--- src/rtl/temp_sample_sequencer.sv ---
// Periodic temperature sampler: timed sensor requests, block averaging and hysteresis alarm.
// Define TEMP_SEQ_STATS_EN to add min_temp/max_temp tracking of accepted raw samples.
module temp_sample_sequencer #(
  parameter int unsigned CLK_DIV  = 1_000_000,
  parameter int unsigned TIMEOUT  = 4096,
  parameter int unsigned AVG_LOG2 = 2,
  parameter int unsigned TEMP_W   = 12
) (
  input  logic                     clk,
  input  logic                     rst,
  input  logic                     enable,
  output logic                     sensor_start,
  input  logic                     sensor_valid,
  input  logic signed [TEMP_W-1:0] sensor_temp,
  input  logic signed [TEMP_W-1:0] thr_high,
  input  logic signed [TEMP_W-1:0] thr_low,
  input  logic                     err_clr,
  output logic signed [TEMP_W-1:0] avg_temp,
  output logic                     avg_valid,
  output logic                     alarm,
  output logic                     timeout_err,
  output logic                     overrun,
`ifdef TEMP_SEQ_STATS_EN
  output logic signed [TEMP_W-1:0] min_temp,
  output logic signed [TEMP_W-1:0] max_temp,
`endif
  output logic                     busy
);

  localparam int unsigned PerW = (CLK_DIV > 1) ? $clog2(CLK_DIV) : 1;
  localparam int unsigned ToW  = $clog2(TIMEOUT);
  localparam int unsigned CntW = AVG_LOG2 + 1;
  localparam int unsigned AccW = TEMP_W + AVG_LOG2;
  localparam logic [PerW-1:0] PerLast = PerW'(CLK_DIV - 1);
  localparam logic [ToW-1:0]  ToLast  = ToW'(TIMEOUT - 1);
  localparam logic [CntW-1:0] NSamp   = CntW'(2 ** AVG_LOG2);

  typedef enum logic [2:0] {StIdle, StWait, StReq, StWaitData, StUpdate, StReport} state_e;

  state_e                   state_q, state_d;
  logic [PerW-1:0]          per_q, per_d;
  logic [ToW-1:0]           to_q, to_d;
  logic [CntW-1:0]          cnt_q, cnt_d;
  logic signed [AccW-1:0]   acc_q, acc_d;
  logic signed [TEMP_W-1:0] avg_q, avg_d;
  logic                     alarm_q, alarm_d;
  logic                     terr_q, terr_d;
  logic                     ovr_q, ovr_d;

  logic                     tick, accept, tmo;
  logic signed [AccW-1:0]   acc_sum;
  logic signed [TEMP_W-1:0] avg_new;

  assign tick    = enable && (state_q != StIdle) && (per_q == PerLast);
  assign accept  = enable && (state_q == StWaitData) && sensor_valid;
  assign tmo     = enable && (state_q == StWaitData) && !sensor_valid && (to_q == ToLast);
  assign acc_sum = acc_q + AccW'(sensor_temp);
  // Arithmetic shift floors toward -inf; the result is truncated to the sample width.
  assign avg_new = TEMP_W'(acc_q >>> AVG_LOG2);

  always_comb begin
    state_d = state_q;
    per_d   = '0;
    to_d    = '0;
    cnt_d   = cnt_q;
    acc_d   = acc_q;
    avg_d   = avg_q;
    alarm_d = alarm_q;
    unique case (state_q)
      StIdle:   if (enable) state_d = StWait;
      StWait:   if (tick) state_d = StReq;
      StReq:    state_d = StWaitData;
      StWaitData: begin
        to_d = to_q + 1'b1;
        if (sensor_valid) begin
          acc_d   = acc_sum;
          cnt_d   = cnt_q + 1'b1;
          state_d = StUpdate;
        end else if (to_q == ToLast) begin
          state_d = StWait;
        end
      end
      StUpdate: begin
        if (cnt_q == NSamp) begin
          state_d = StReport;
          avg_d   = avg_new;
          // Set rule is checked first so it wins when the thresholds are inverted.
          if (avg_new > thr_high) alarm_d = 1'b1;
          else if (avg_new < thr_low) alarm_d = 1'b0;
        end else begin
          state_d = StWait;
        end
      end
      StReport: begin
        acc_d   = '0;
        cnt_d   = '0;
        state_d = StWait;
      end
      default:  state_d = StIdle;
    endcase

    if (state_q != StIdle && enable && per_q != PerLast) per_d = per_q + 1'b1;

    // Disabling abandons any request and partial average; reported values are kept.
    if (!enable) begin
      state_d = StIdle;
      acc_d   = '0;
      cnt_d   = '0;
      avg_d   = avg_q;
      alarm_d = alarm_q;
    end

    terr_d = tmo | (terr_q & ~err_clr);
    ovr_d  = (tick && state_q != StWait) | (ovr_q & ~err_clr);
  end

  always_ff @(posedge clk) begin
    if (rst) begin
      state_q <= StIdle;
      per_q   <= '0;
      to_q    <= '0;
      cnt_q   <= '0;
      acc_q   <= '0;
      avg_q   <= '0;
      alarm_q <= 1'b0;
      terr_q  <= 1'b0;
      ovr_q   <= 1'b0;
    end else begin
      state_q <= state_d;
      per_q   <= per_d;
      to_q    <= to_d;
      cnt_q   <= cnt_d;
      acc_q   <= acc_d;
      avg_q   <= avg_d;
      alarm_q <= alarm_d;
      terr_q  <= terr_d;
      ovr_q   <= ovr_d;
    end
  end

`ifdef TEMP_SEQ_STATS_EN
  logic                     seen_q;
  logic signed [TEMP_W-1:0] min_q, max_q;

  always_ff @(posedge clk) begin
    if (rst) begin
      seen_q <= 1'b0;
      min_q  <= '0;
      max_q  <= '0;
    end else if (accept && (err_clr || !seen_q)) begin
      seen_q <= 1'b1;
      min_q  <= sensor_temp;
      max_q  <= sensor_temp;
    end else if (err_clr) begin
      seen_q <= 1'b0;
      min_q  <= '0;
      max_q  <= '0;
    end else if (accept) begin
      if (sensor_temp < min_q) min_q <= sensor_temp;
      if (sensor_temp > max_q) max_q <= sensor_temp;
    end
  end

  assign min_temp = min_q;
  assign max_temp = max_q;
`endif

  assign sensor_start = (state_q == StReq);
  assign busy         = (state_q == StReq) || (state_q == StWaitData);
  assign avg_valid    = (state_q == StReport);
  assign avg_temp     = avg_q;
  assign alarm        = alarm_q;
  assign timeout_err  = terr_q;
  assign overrun      = ovr_q;

endmodule

--- config.mk ---
export PLATFORM = sky130hd
export DESIGN_NAME = temp_sample_sequencer
export DESIGN_NICKNAME = d
export VERILOG_FILES = /design/src/rtl/temp_sample_sequencer.sv
export SDC_FILE = /design/constraint.sdc
export NUM_CORES = 1
export LEC_CHECK = 0
export CORE_MARGIN = 2
export CORE_UTILIZATION = 30
export CTS_CLUSTER_SIZE = 24
export DETAILED_ROUTE_END_ITERATION = 10
export GPL_TIMING_DRIVEN = 0
export PLACE_DENSITY = 0.56
export SLEW_MARGIN = 20
export SYNTH_ARGS = -nofsm -noshare
export SYNTH_HDL_FRONTEND = slang
export SYNTH_SLANG_ARGS = --single-unit
--- constraint.sdc ---
create_clock -name clk -period 2.6 [get_ports clk]
set_input_delay 0.39 -clock clk [delete_from_list [all_inputs] [get_ports clk]]
set_output_delay 0.39 -clock clk [all_outputs]
set_load 0.1 [all_outputs]
==> flow_metrics.py, run 1 <==
metrics = {
    "timing": {
        "finalHoldViolations": 0,
        "fmax_ghz": 0.413,
        "fin_crit_sh_pct": 93.2,
        "setup_viol": 0,
        "whs_ns": 0.458,
        "skew_ns": 0.00643,
        "rsz0062_at_grt": "false",
        "finalMaxSlewViolations": 0,
        "worst_slew_margin_rel_pct": 34.5,
        "period_minus_slack_ns": 2.42,
        "worst_pin_slew_ns": 0.979,
    },
    "clock_network": {
        "cts_buffers": 9,
        "clk_path_buf_depth": 2,
        "clock-root-buffer": "clkbuf_16",
        "cts_hold_buffers": 0,
        "cts_tree": "yes",
        "clkTransAtPathRegs_ns": 0.06,
        "cts_max_level": 3,
        "numClockSinks": 67,
        "clkLatencyLatePin_ns": 0.33,
    },
    "outcome": {
        "status": "completed",
    },
    "routing": {
        "routedWlPerCell_um": 13.2,
        "ant_nets": 0,
        "drc": 0,
        "wl_um": 9330,
        "viasPerCell": 4.66,
        "detail_route.first_pass.iterations": 4,
        "drt-initial-drc-count": 143,
        "vias": 3304,
    },
    "pwr": {
        "seqPwrFrac_pct": 40.0,
        "combPwrFrac_pct": 5.9,
        "p_leak_nw": 2.16,
        "swShare_pct": 20.5,
        "p_switching_mw": 0.527,
        "power_density_mw_per_mm2": 513,
        "p_int_mw": 2.05,
        "power_frac_clock_pct": 54.1,
        "ir_drop_uv": 299,
    },
    "synth": {
        "yosys_register_bits": 67,
        "yosysSeqAreaShare_pct": 34.4,
        "synth_ff_type": "dfxtp_1",
        "synth_edf_count": 0,
        "netlist_instances": 464,
        "synthesis.area_mm2": 0.00390,
        "async_flop_share_pct": 0,
        "synth_nets": 546,
        "ys_types": 49,
        "avgSynthCellArea_um2": 8.41,
        "yosys_warnings": 0,
    },
    "floorplanning": {
        "die_y_um": 118,
        "die_area_mm2": 0.0139,
        "io_pins": 59,
        "floorplan.initialDensity_pct": 30.8,
        "num_rows": 41,
        "die_w_um": 118,
        "core_area_mm2": 0.0127,
    },
    "place": {
        "place_area_mm2": 0.00469,
        "gp_congestion": 0.767,
        "hpwl_um": 7180,
        "port_buffers": 57,
    },
    "global_routing": {
        "grt_antenna_before_repair": 0,
        "first_global_vias": 3321,
        "grt_overflow": 0,
        "grt_pass1_wl_um": 15800,
        "grt.total_usage_pct": 13.9,
        "grt_max_degree": 13,
    },
    "flow_run": {
        "maxCapViolCount": 0,
    },
    "final_layout": {
        "area_growth_syn_to_layout_pct": 28.7,
        "final_nets": 614,
        "stdcell_area_mm2": 0.00502,
        "fillers": 1288,
        "antenna_cells": 0,
        "layout-drive-gt1-share_pct": 5.59,
    },
    "critical_path": {
        "worst-setup-path-type": "input pin to register",
        "start_kind": "input pin",
        "cp_num_buf_inv": 1,
        "crit_path_top_delay_cell": "fa_1",
        "cp_top_family": "compound AO/OA/AOI/OAI gates",
        "cp_data_arrival_time_ns": 2.64,
        "max_stage_delay_ns": 0.42,
        "critical_path_required_ns": 2.82,
        "worstSetupEndpointType": "register",
        "path_max_fanout": 3,
        "cpMostUsedCell": "o21ai_1",
        "cp_cell_sequence": "clkdlybuf4s50_1, ha_1, fa_1, a21o_1, a21oi_1, o21ai_1, a41oi_1, xor2_1, o21ai_1",
    },
    "hold_path": {
        "hp-class": "register to register",
    },
}
## metal layers
metal	wire, um	up-vias	global-route usage [%]
met3	444	8	4.17
met1	4410	1498	17.1
met4	91	0	3.54
met2	4380	64	23.7
li1	-	1734	-
met5	0	-	0
## cell families (layout without fill, tap and decap cells)
| group | after synthesis | count (layout) | synth area share [%] |
|---|---|---|---|
| adder cells (fa/ha/maj) | 41 | 41 | 13.3 |
| buffers and inverters | 51 | 124 | 5.45 |
| XOR/XNOR | 38 | 38 | 8.53 |
| AND/OR/NAND/NOR | 183 | 183 | 23.2 |
| multiplexers | 14 | 14 | 3.59 |
| flip-flops | 67 | 67 | 34.4 |
| AO/OA/AOI/OAI | 70 | 70 | 11.5 |
## worst reg2reg max path, cell delays in order, from the launching register on
cell,delay (ns)
dfxtp_1,0.31
ha_1,0.20
fa_1,0.42
a21o_1,0.20
a21oi_1,0.29
o21ai_1,0.16
a41oi_1,0.29
xor2_1,0.19
o21ai_1,0.07
## registers in the layout, indices dropped and copies added, names as in the netlist
register,count
per_q,20
acc_q,14
avg_temp,12
to_q,12
cnt_q,3
state_q,3
alarm,1
overrun,1
timeout_err,1
## repair_timing
| action | CTS | global route |
|---|---|---|
| resized for setup | 4 | 3 |
| setup buffers | 0 | 0 |
| endpoints found under the setup margin | 3 | 2 |
| pin swaps | 0 | 0 |
## cells in the mapped netlist, drive strengths merged, types with 6 or more instances
master,number,area [um2]
dfxtp,67,1340
and3,10,62.6
nor3,6,30.0
nand2,34,128
nand4,12,75.1
nand3,17,85.1
nand2b,6,37.5
o21ai,12,60.1
mux2i,14,140
xnor2,19,166
buf,7,47.5
xor2,19,166
a21oi,22,110
ha,40,500
clkbuf,6,22.5
nor2,70,273
a21o,11,82.6
nor2b,9,56.3
inv,38,143
## path summary, 6_finish.rpt
path                         startpoint                      to  slack (ns)  cells past startpoint
setup / recovery         sensor_temp[0]  acc_q[10]$_SDFFE_PP0P_        0.18                      9
hold / removal       to_q[0]$_SDFF_PP0_      to_q[0]$_SDFF_PP0_        0.46                      1
setup reg to reg  acc_q[0]$_SDFFE_PP0P_  acc_q[10]$_SDFFE_PP0P_        0.36                      8
hold reg to reg      to_q[0]$_SDFF_PP0_      to_q[0]$_SDFF_PP0_        0.46                      1
## per-stage QoR
step | power, mW | utilization (%) | instances | TNS [ns] | setup WS (ns)
6_report | 2.57 | 39.6 | 709 | 0 | 0.176
5_1_grt | 2.66 | 39.6 | 709 | 0 | 0.0678
4_1_cts | 2.61 | 39.7 | 709 | 0 | 0.00959
3_5_place_dp | 1.20 | 37.0 | 693 | -0.173 | -0.155
3_3_place_gp | 1.20 | 37.0 | 693 | -0.121 | -0.121
2_1_floorplan | 1.12 | - | 464 | 0 | 0.227
## power by group through the flow
stage	combinational [mW]	clock (mW)	sequential, mW
floorplan	0.0693	0	1.05
global placement	0.151	0	1.05
detailed placement	0.152	0	1.05
CTS	0.153	1.43	1.03
global route	0.170	1.46	1.03
finish	0.152	1.39	1.03
## final cells by class
class,instances,area (um2),share of cell area [%]
multi-input combinational,346,2350,46.8
sequential,67,1340,26.7
timing repair buffer,57,559,11.1
clock buffer,9,225,4.49
tap,172,215,4.29
inverter,38,143,2.84
clock inverter,7,116,2.32
buffer,13,70.1,1.40
## layout by cell type (no fill, tap or decap), types with 3 or more instances in the layout
master,synthesis,routed
clkdlybuf4s50_1,0,54
a22oi_1,3,3
nor2b_1,9,8
and4_1,4,4
inv_1,38,38
a21oi_1,22,22
dfxtp_1,67,67
a21o_1,11,11
clkbuf_16,0,9
o21ai_1,6,6
and3_1,10,10
nor4b_1,3,3
a211oi_1,3,3
xor2_1,19,19
mux2i_1,14,14
a31oi_1,5,5
nor3_1,6,6
o21ai_0,6,6
xnor2_1,19,19
nand2b_1,6,6
buf_2,5,5
nand2_1,34,34
ha_1,40,40
clkbuf_1,6,6
nor2_1,68,68
nand3_1,17,17
nand4_1,12,12
bufinv_16,0,3
Power figures use the tool's default switching activity.
==> run 2: changes to the inputs <==
Settings changed: REMOVE_ABC_BUFFERS set to 1, SLEW_MARGIN 20 to 25.
==> run 2 against run 1 <==
  * Non-clock buffer count shrank 12
  * Combinational power shrank 3%
  * Register-to-register slack gained 0.02 ns
  * Final cell count shrank 1.7%
  * Flip-flop and latch count is the same
  * Global-route usage grew 0.12 points
  * Sequential share of layout area grew 0.36 points
  * Critical endpoint is now sensor_start
  * Largest power group unchanged
  * Highest routed layer unchanged
==> flow_metrics.py, run 2 (synthesis gave the netlist of run 1 again) <==
metrics = {
    "final_layout": {
        "final_common_cell": "nor2_1",
        "area_growth_syn_to_layout_pct": 26.9,
        "final_cell_mix": "nor2_1, dfxtp_1, clkdlybuf4s50_1, ha_1, inv_1",
        "largest_reg_flops": 20,
        "largestRegisters": "per_q: 20 flops, acc_q: 14 flops",
        "antenna_cells": 0,
        "layout-drive-gt1-share_pct": 4.38,
        "regMostFlops": "per_q",
        "final_nets": 602,
    },
    "clock_network": {
        "clkTransAtPathRegs_ns": 0.06,
        "cts_buffers": 9,
        "clock-root-buffer": "clkbuf_16",
        "clkLatencyLatePin_ns": 0.33,
        "post_cts_buffers": 0,
        "numClockSinks": 67,
        "clk_path_buf_depth": 2,
        "cts_hold_buffers": 0,
        "cts_max_level": 3,
        "ctsResizeCount": 7,
        "cts_tree": "yes",
    },
    "pwr": {
        "p_leak_nw": 2.10,
        "p_int_mw": 1.98,
        "ir_drop_uv": 257,
        "combPwrFrac_pct": 5.9,
        "power_frac_clock_pct": 52.9,
        "totalPowerFinal_mw": 2.50,
        "seqPwrFrac_pct": 41.2,
        "power_density_mw_per_mm2": 506,
        "p_switching_mw": 0.528,
        "swShare_pct": 21.1,
    },
    "global_routing": {
        "grt_overflow": 0,
        "top_usage_layer": "met2",
        "grt_max_degree": 21,
        "grt_antenna_before_repair": 0,
        "first_global_vias": 3312,
        "grt_pass1_wl_um": 15900,
        "grt_util_met2_pct": 24.0,
        "gr-usage-met1_pct": 16.8,
        "grt.total_usage_pct": 14.0,
        "use_met3_pct": 4.84,
    },
    "timing": {
        "finalMaxSlewViolations": 0,
        "worst_slew_margin_rel_pct": 33.1,
        "fin_crit_sh_pct": 94.2,
        "rsz0062_at_grt": "false",
        "period_minus_slack_ns": 2.45,
        "fin_tns_setup_ns": 0,
        "finalHoldViolations": 0,
        "setup_viol": 0,
        "skew_ns": 0.00385,
        "whs_ns": 0.463,
        "fmax_ghz": 0.408,
        "worst_pin_slew_ns": 1.00,
    },
    "routing": {
        "vias": 3285,
        "ant_nets": 0,
        "detail_route.first_pass.iterations": 4,
        "drt-initial-drc-count": 163,
        "wl_um": 9190,
        "viasPerCell": 4.71,
        "routedWlPerCell_um": 13.2,
        "drc": 0,
    },
    "critical_path": {
        "worst-setup-path-type": "register to primary output",
        "r2r_end": "acc_q[10]$_SDFFE_PP0P_",
        "path_max_fanout": 9,
        "cp_cell_sequence": "nor2b_1, nor2b_1, clkdlybuf4s15_2",
        "r2r_slack_ns": 0.38,
        "cp_num_buf_inv": 1,
        "max_stage_delay_ns": 0.57,
        "critical_path_required_ns": 2.21,
        "reg2reg_depth": 8,
        "crit_cells": 3,
        "crit_path_top_delay_cell": "clkdlybuf4s15_2",
        "start_kind": "register",
        "regToRegStartpoint": "acc_q[0]$_SDFFE_PP0P_",
        "cp_top_family": "simple AND/OR/NAND/NOR gates",
        "worstSetupEndpointType": "primary output",
        "cpMostUsedCell": "nor2b_1",
        "cp_data_arrival_time_ns": 2.06,
    },
    "floorplanning": {
        "die_w_um": 118,
        "die_y_um": 118,
        "io_pins": 59,
        "floorplan.initialDensity_pct": 30.8,
        "die_area_mm2": 0.0139,
        "core_area_mm2": 0.0127,
        "num_rows": 41,
    },
    "hold_path": {
        "worstHoldStart": "per_q[0]$_SDFF_PP0_",
        "holdPathEnd": "per_q[0]$_SDFF_PP0_",
        "hp-class": "register to register",
        "min_path_cells": 1,
    },
    "place": {
        "port_buffers": 58,
        "hpwl_um": 6990,
        "gp_congestion": 0.788,
    },
    "flow_run": {
        "maxCapViolCount": 0,
    },
    "outcome": {
        "status": "completed",
    },
}
## run 2: cell type report
| cell class | count | area (um2) |
|---|---|---|
| Fill cell | 1310 | 7720 |
| Multi-Input combinational cell | 346 | 2350 |
| Sequential cell | 67 | 1340 |
| Timing Repair Buffer | 58 | 578 |
| Clock buffer | 10 | 239 |
| Tap cell | 172 | 215 |
| Inverter | 38 | 143 |
| Clock inverter | 6 | 88.8 |
## run 2: per-stage QoR
step,instances,area (um2),utilization (%),setup slack (ns)
floorplan,451,3830,-,-1.26
detailed placement,681,4630,36.5,-0.127
global placement,681,4630,36.5,-0.131
global route,697,4950,39.1,0.00661
CTS,697,4950,39.1,0.00366
finish,697,4950,39.1,0.152
## run 2: power groups by stage
| stage | clock [mW] | combinational [mW] | sequential, mW |
|---|---|---|---|
| 5_1_grt | 1.40 | 0.165 | 1.03 |
| 3_5_place_dp | 0 | 0.147 | 1.05 |
| 6_report | 1.32 | 0.148 | 1.03 |
| 2_1_floorplan | 0 | 0.0617 | 1.05 |
| 3_3_place_gp | 0 | 0.146 | 1.05 |
| 4_1_cts | 1.36 | 0.149 | 1.03 |
## run 2: metal layers
layer	vias to the layer above	wire [um]
li1	1707	-
met1	1514	4270
met2	60	4380
met3	4	485
met4	0	57
met5	-	0
## run 2: worst reg2reg max path, stage by stage (launching register included)
cell and delay [ns]:
dfxtp_1 0.31, ha_1 0.20, fa_1 0.41, a21o_1 0.21, a21oi_1 0.28, o21ai_1 0.16
a41oi_1 0.26, xor2_1 0.20, o21ai_1 0.07
## run 2: worst max path at each step
stage / slack (ns) / to / start
floorplan: -1.26 / sensor_start / state_q[1]$_SDFFE_PP0P_
global placement: -0.13 / acc_q[10]$_SDFFE_PP0P_ / sensor_temp[0]
detailed placement: -0.13 / acc_q[10]$_SDFFE_PP0P_ / sensor_temp[0]
CTS: 0.004 / busy / state_q[1]$_SDFFE_PP0P_
global route: 0.007 / sensor_start / state_q[1]$_SDFFE_PP0P_
finish: 0.15 / sensor_start / state_q[1]$_SDFFE_PP0P_
==> run 3: changes to the inputs <==
Settings changed: MAX_ROUTING_LAYER set to met4, SKIP_CTS_REPAIR_TIMING set to 1.
==> run 3 against run 2 <==
  * Critical path depth increased by 6
  * First-iteration DRC count fell by 1.8%
  * Hold slack barely moved
  * Final cell count unchanged
  * Maximum frequency up 1.9%
  * Clock-buffer cell count did not move
  * Utilization is 0.099 points lower
==> flow_metrics.py, run 3 (synthesis gave the netlist of run 1 again) <==
metrics = {
    "timing": {
        "whs_ns": 0.463,
        "fin_crit_sh_pct": 92.4,
        "finalHoldViolations": 0,
        "fin_tns_setup_ns": 0,
        "worst_slew_margin_rel_pct": 33.1,
        "period_minus_slack_ns": 2.40,
        "fmax_ghz": 0.416,
        "finalMaxSlewViolations": 0,
        "setup_viol": 0,
        "worst_pin_slew_ns": 1.00,
        "skew_ns": 0.00756,
        "rsz0062_at_grt": "false",
    },
    "final_layout": {
        "regMostFlops": "per_q",
        "largestRegisters": "per_q: 20 flops, acc_q: 14 flops",
        "stdcell_count": 697,
        "stdcell_area_mm2": 0.00494,
        "layout-drive-gt1-share_pct": 4.38,
        "largest_reg_flops": 20,
        "area_growth_syn_to_layout_pct": 26.6,
        "final_cell_mix": "nor2_1, dfxtp_1, clkdlybuf4s50_1, ha_1, inv_1",
        "antenna_cells": 0,
        "final_nets": 602,
        "final_common_cell": "nor2_1",
    },
    "pwr": {
        "p_leak_nw": 2.11,
        "ir_drop_uv": 260,
        "totalPowerFinal_mw": 2.51,
        "power_density_mw_per_mm2": 508,
    },
    "outcome": {
        "status": "completed",
    },
    "critical_path": {
        "start_kind": "input pin",
        "r2r_end": "acc_q[10]$_SDFFE_PP0P_",
        "reg2reg_depth": 8,
        "path_max_fanout": 3,
        "worstSetupEndpointType": "register",
        "cp_data_arrival_time_ns": 2.62,
        "r2r_slack_ns": 0.38,
        "critical_path_required_ns": 2.81,
        "worst-setup-path-type": "input pin to register",
        "regToRegStartpoint": "acc_q[0]$_SDFFE_PP0P_",
    },
    "clock_network": {
        "clock-root-buffer": "clkbuf_16",
        "cts_max_level": 3,
        "numClockSinks": 67,
        "cts_tree": "yes",
        "clkTransAtPathRegs_ns": 0.05,
        "clk_path_buf_depth": 2,
        "clkLatencyLatePin_ns": 0.33,
        "cts_buffers": 9,
    },
    "place": {
        "gp_congestion": 0.799,
        "place_area_mm2": 0.00463,
        "place_inst": 681,
        "port_buffers": 58,
        "hpwl_um": 6990,
    },
    "hold_path": {
        "hp-class": "register to register",
        "worstHoldStart": "per_q[0]$_SDFF_PP0_",
        "min_path_cells": 1,
        "holdPathEnd": "per_q[0]$_SDFF_PP0_",
    },
    "floorplanning": {
        "die_w_um": 118,
        "floorplan.initialDensity_pct": 30.8,
        "io_pins": 59,
        "num_rows": 41,
        "die_y_um": 118,
        "die_area_mm2": 0.0139,
        "core_area_mm2": 0.0127,
    },
    "routing": {
        "detail_route.first_pass.iterations": 4,
        "drc": 0,
        "vias": 3302,
        "viasPerCell": 4.74,
        "ant_nets": 0,
        "routedWlPerCell_um": 13.2,
        "wl_um": 9180,
        "drt-initial-drc-count": 160,
    },
    "global_routing": {
        "grt_overflow": 0,
        "grt.total_usage_pct": 14.4,
        "grt_max_degree": 21,
        "grt_antenna_before_repair": 0,
        "first_global_vias": 3297,
        "grt_pass1_wl_um": 15900,
    },
    "flow_run": {
        "maxCapViolCount": 0,
    },
}
[run 3: cell types whose count changed in the layout (fill, tap and decap cells not counted)]
cell             change
clkbuf_2             +2
clkdlybuf4s15_2      -2
[run 3: layer usage]
metal	GRT usage (%)	routed length (um)	vias to the layer above
li1	-	-	1709
met1	16.9	4250	1514
met2	23.9	4340	66
met3	4.41	463	13
met4	4.22	123	0
met5	-	0	-
[run 3: area by class of cell]
cell class / count / area (um2)
fillers: 1312 / 7730
repair buffers: 58 / 566
clock buffers: 10 / 239
flip-flops and latches: 67 / 1340
clock inverters: 6 / 88.8
well taps: 172 / 215
inverters: 38 / 143
multi-input cells: 346 / 2350
[run 3: stage by stage]
step                setup slack [ns]  utilization [%]
floorplan                      -1.26                -
global placement              -0.131             36.5
detailed placement            -0.127             36.5
CTS                           -0.439             39.1
global route                  0.0402             39.0
finish                         0.197             39.0
[run 3: how the worst max path moves through the flow]
stage	from	cells past startpoint	to	slack, ns
CTS	state_q[1]$_SDFFE_PP0P_	3	sensor_start	-0.44
detailed placement	sensor_temp[0]	9	acc_q[10]$_SDFFE_PP0P_	-0.13
global route	sensor_temp[0]	9	acc_q[10]$_SDFFE_PP0P_	0.04
floorplan	state_q[1]$_SDFFE_PP0P_	2	sensor_start	-1.26
global placement	sensor_temp[0]	9	acc_q[10]$_SDFFE_PP0P_	-0.13
finish	sensor_temp[0]	9	acc_q[10]$_SDFFE_PP0P_	0.20
[run 3: report_power, final]
part | switching, mW | leakage [nW] | internal [mW]
combinational | 0.0645 | 1.41 | 0.0831
sequential | 0.00325 | 0.540 | 1.03
clock | 0.466 | 0.155 | 0.865
total | 0.534 | 2.11 | 1.98
[run 3: critical path, cell delays in order]
cell and delay [ns]:
clkdlybuf4s50_1 0.41, ha_1 0.22, fa_1 0.41, a21o_1 0.21
a21oi_1 0.28, o21ai_1 0.16, a41oi_1 0.26, xor2_1 0.20
o21ai_1 0.07
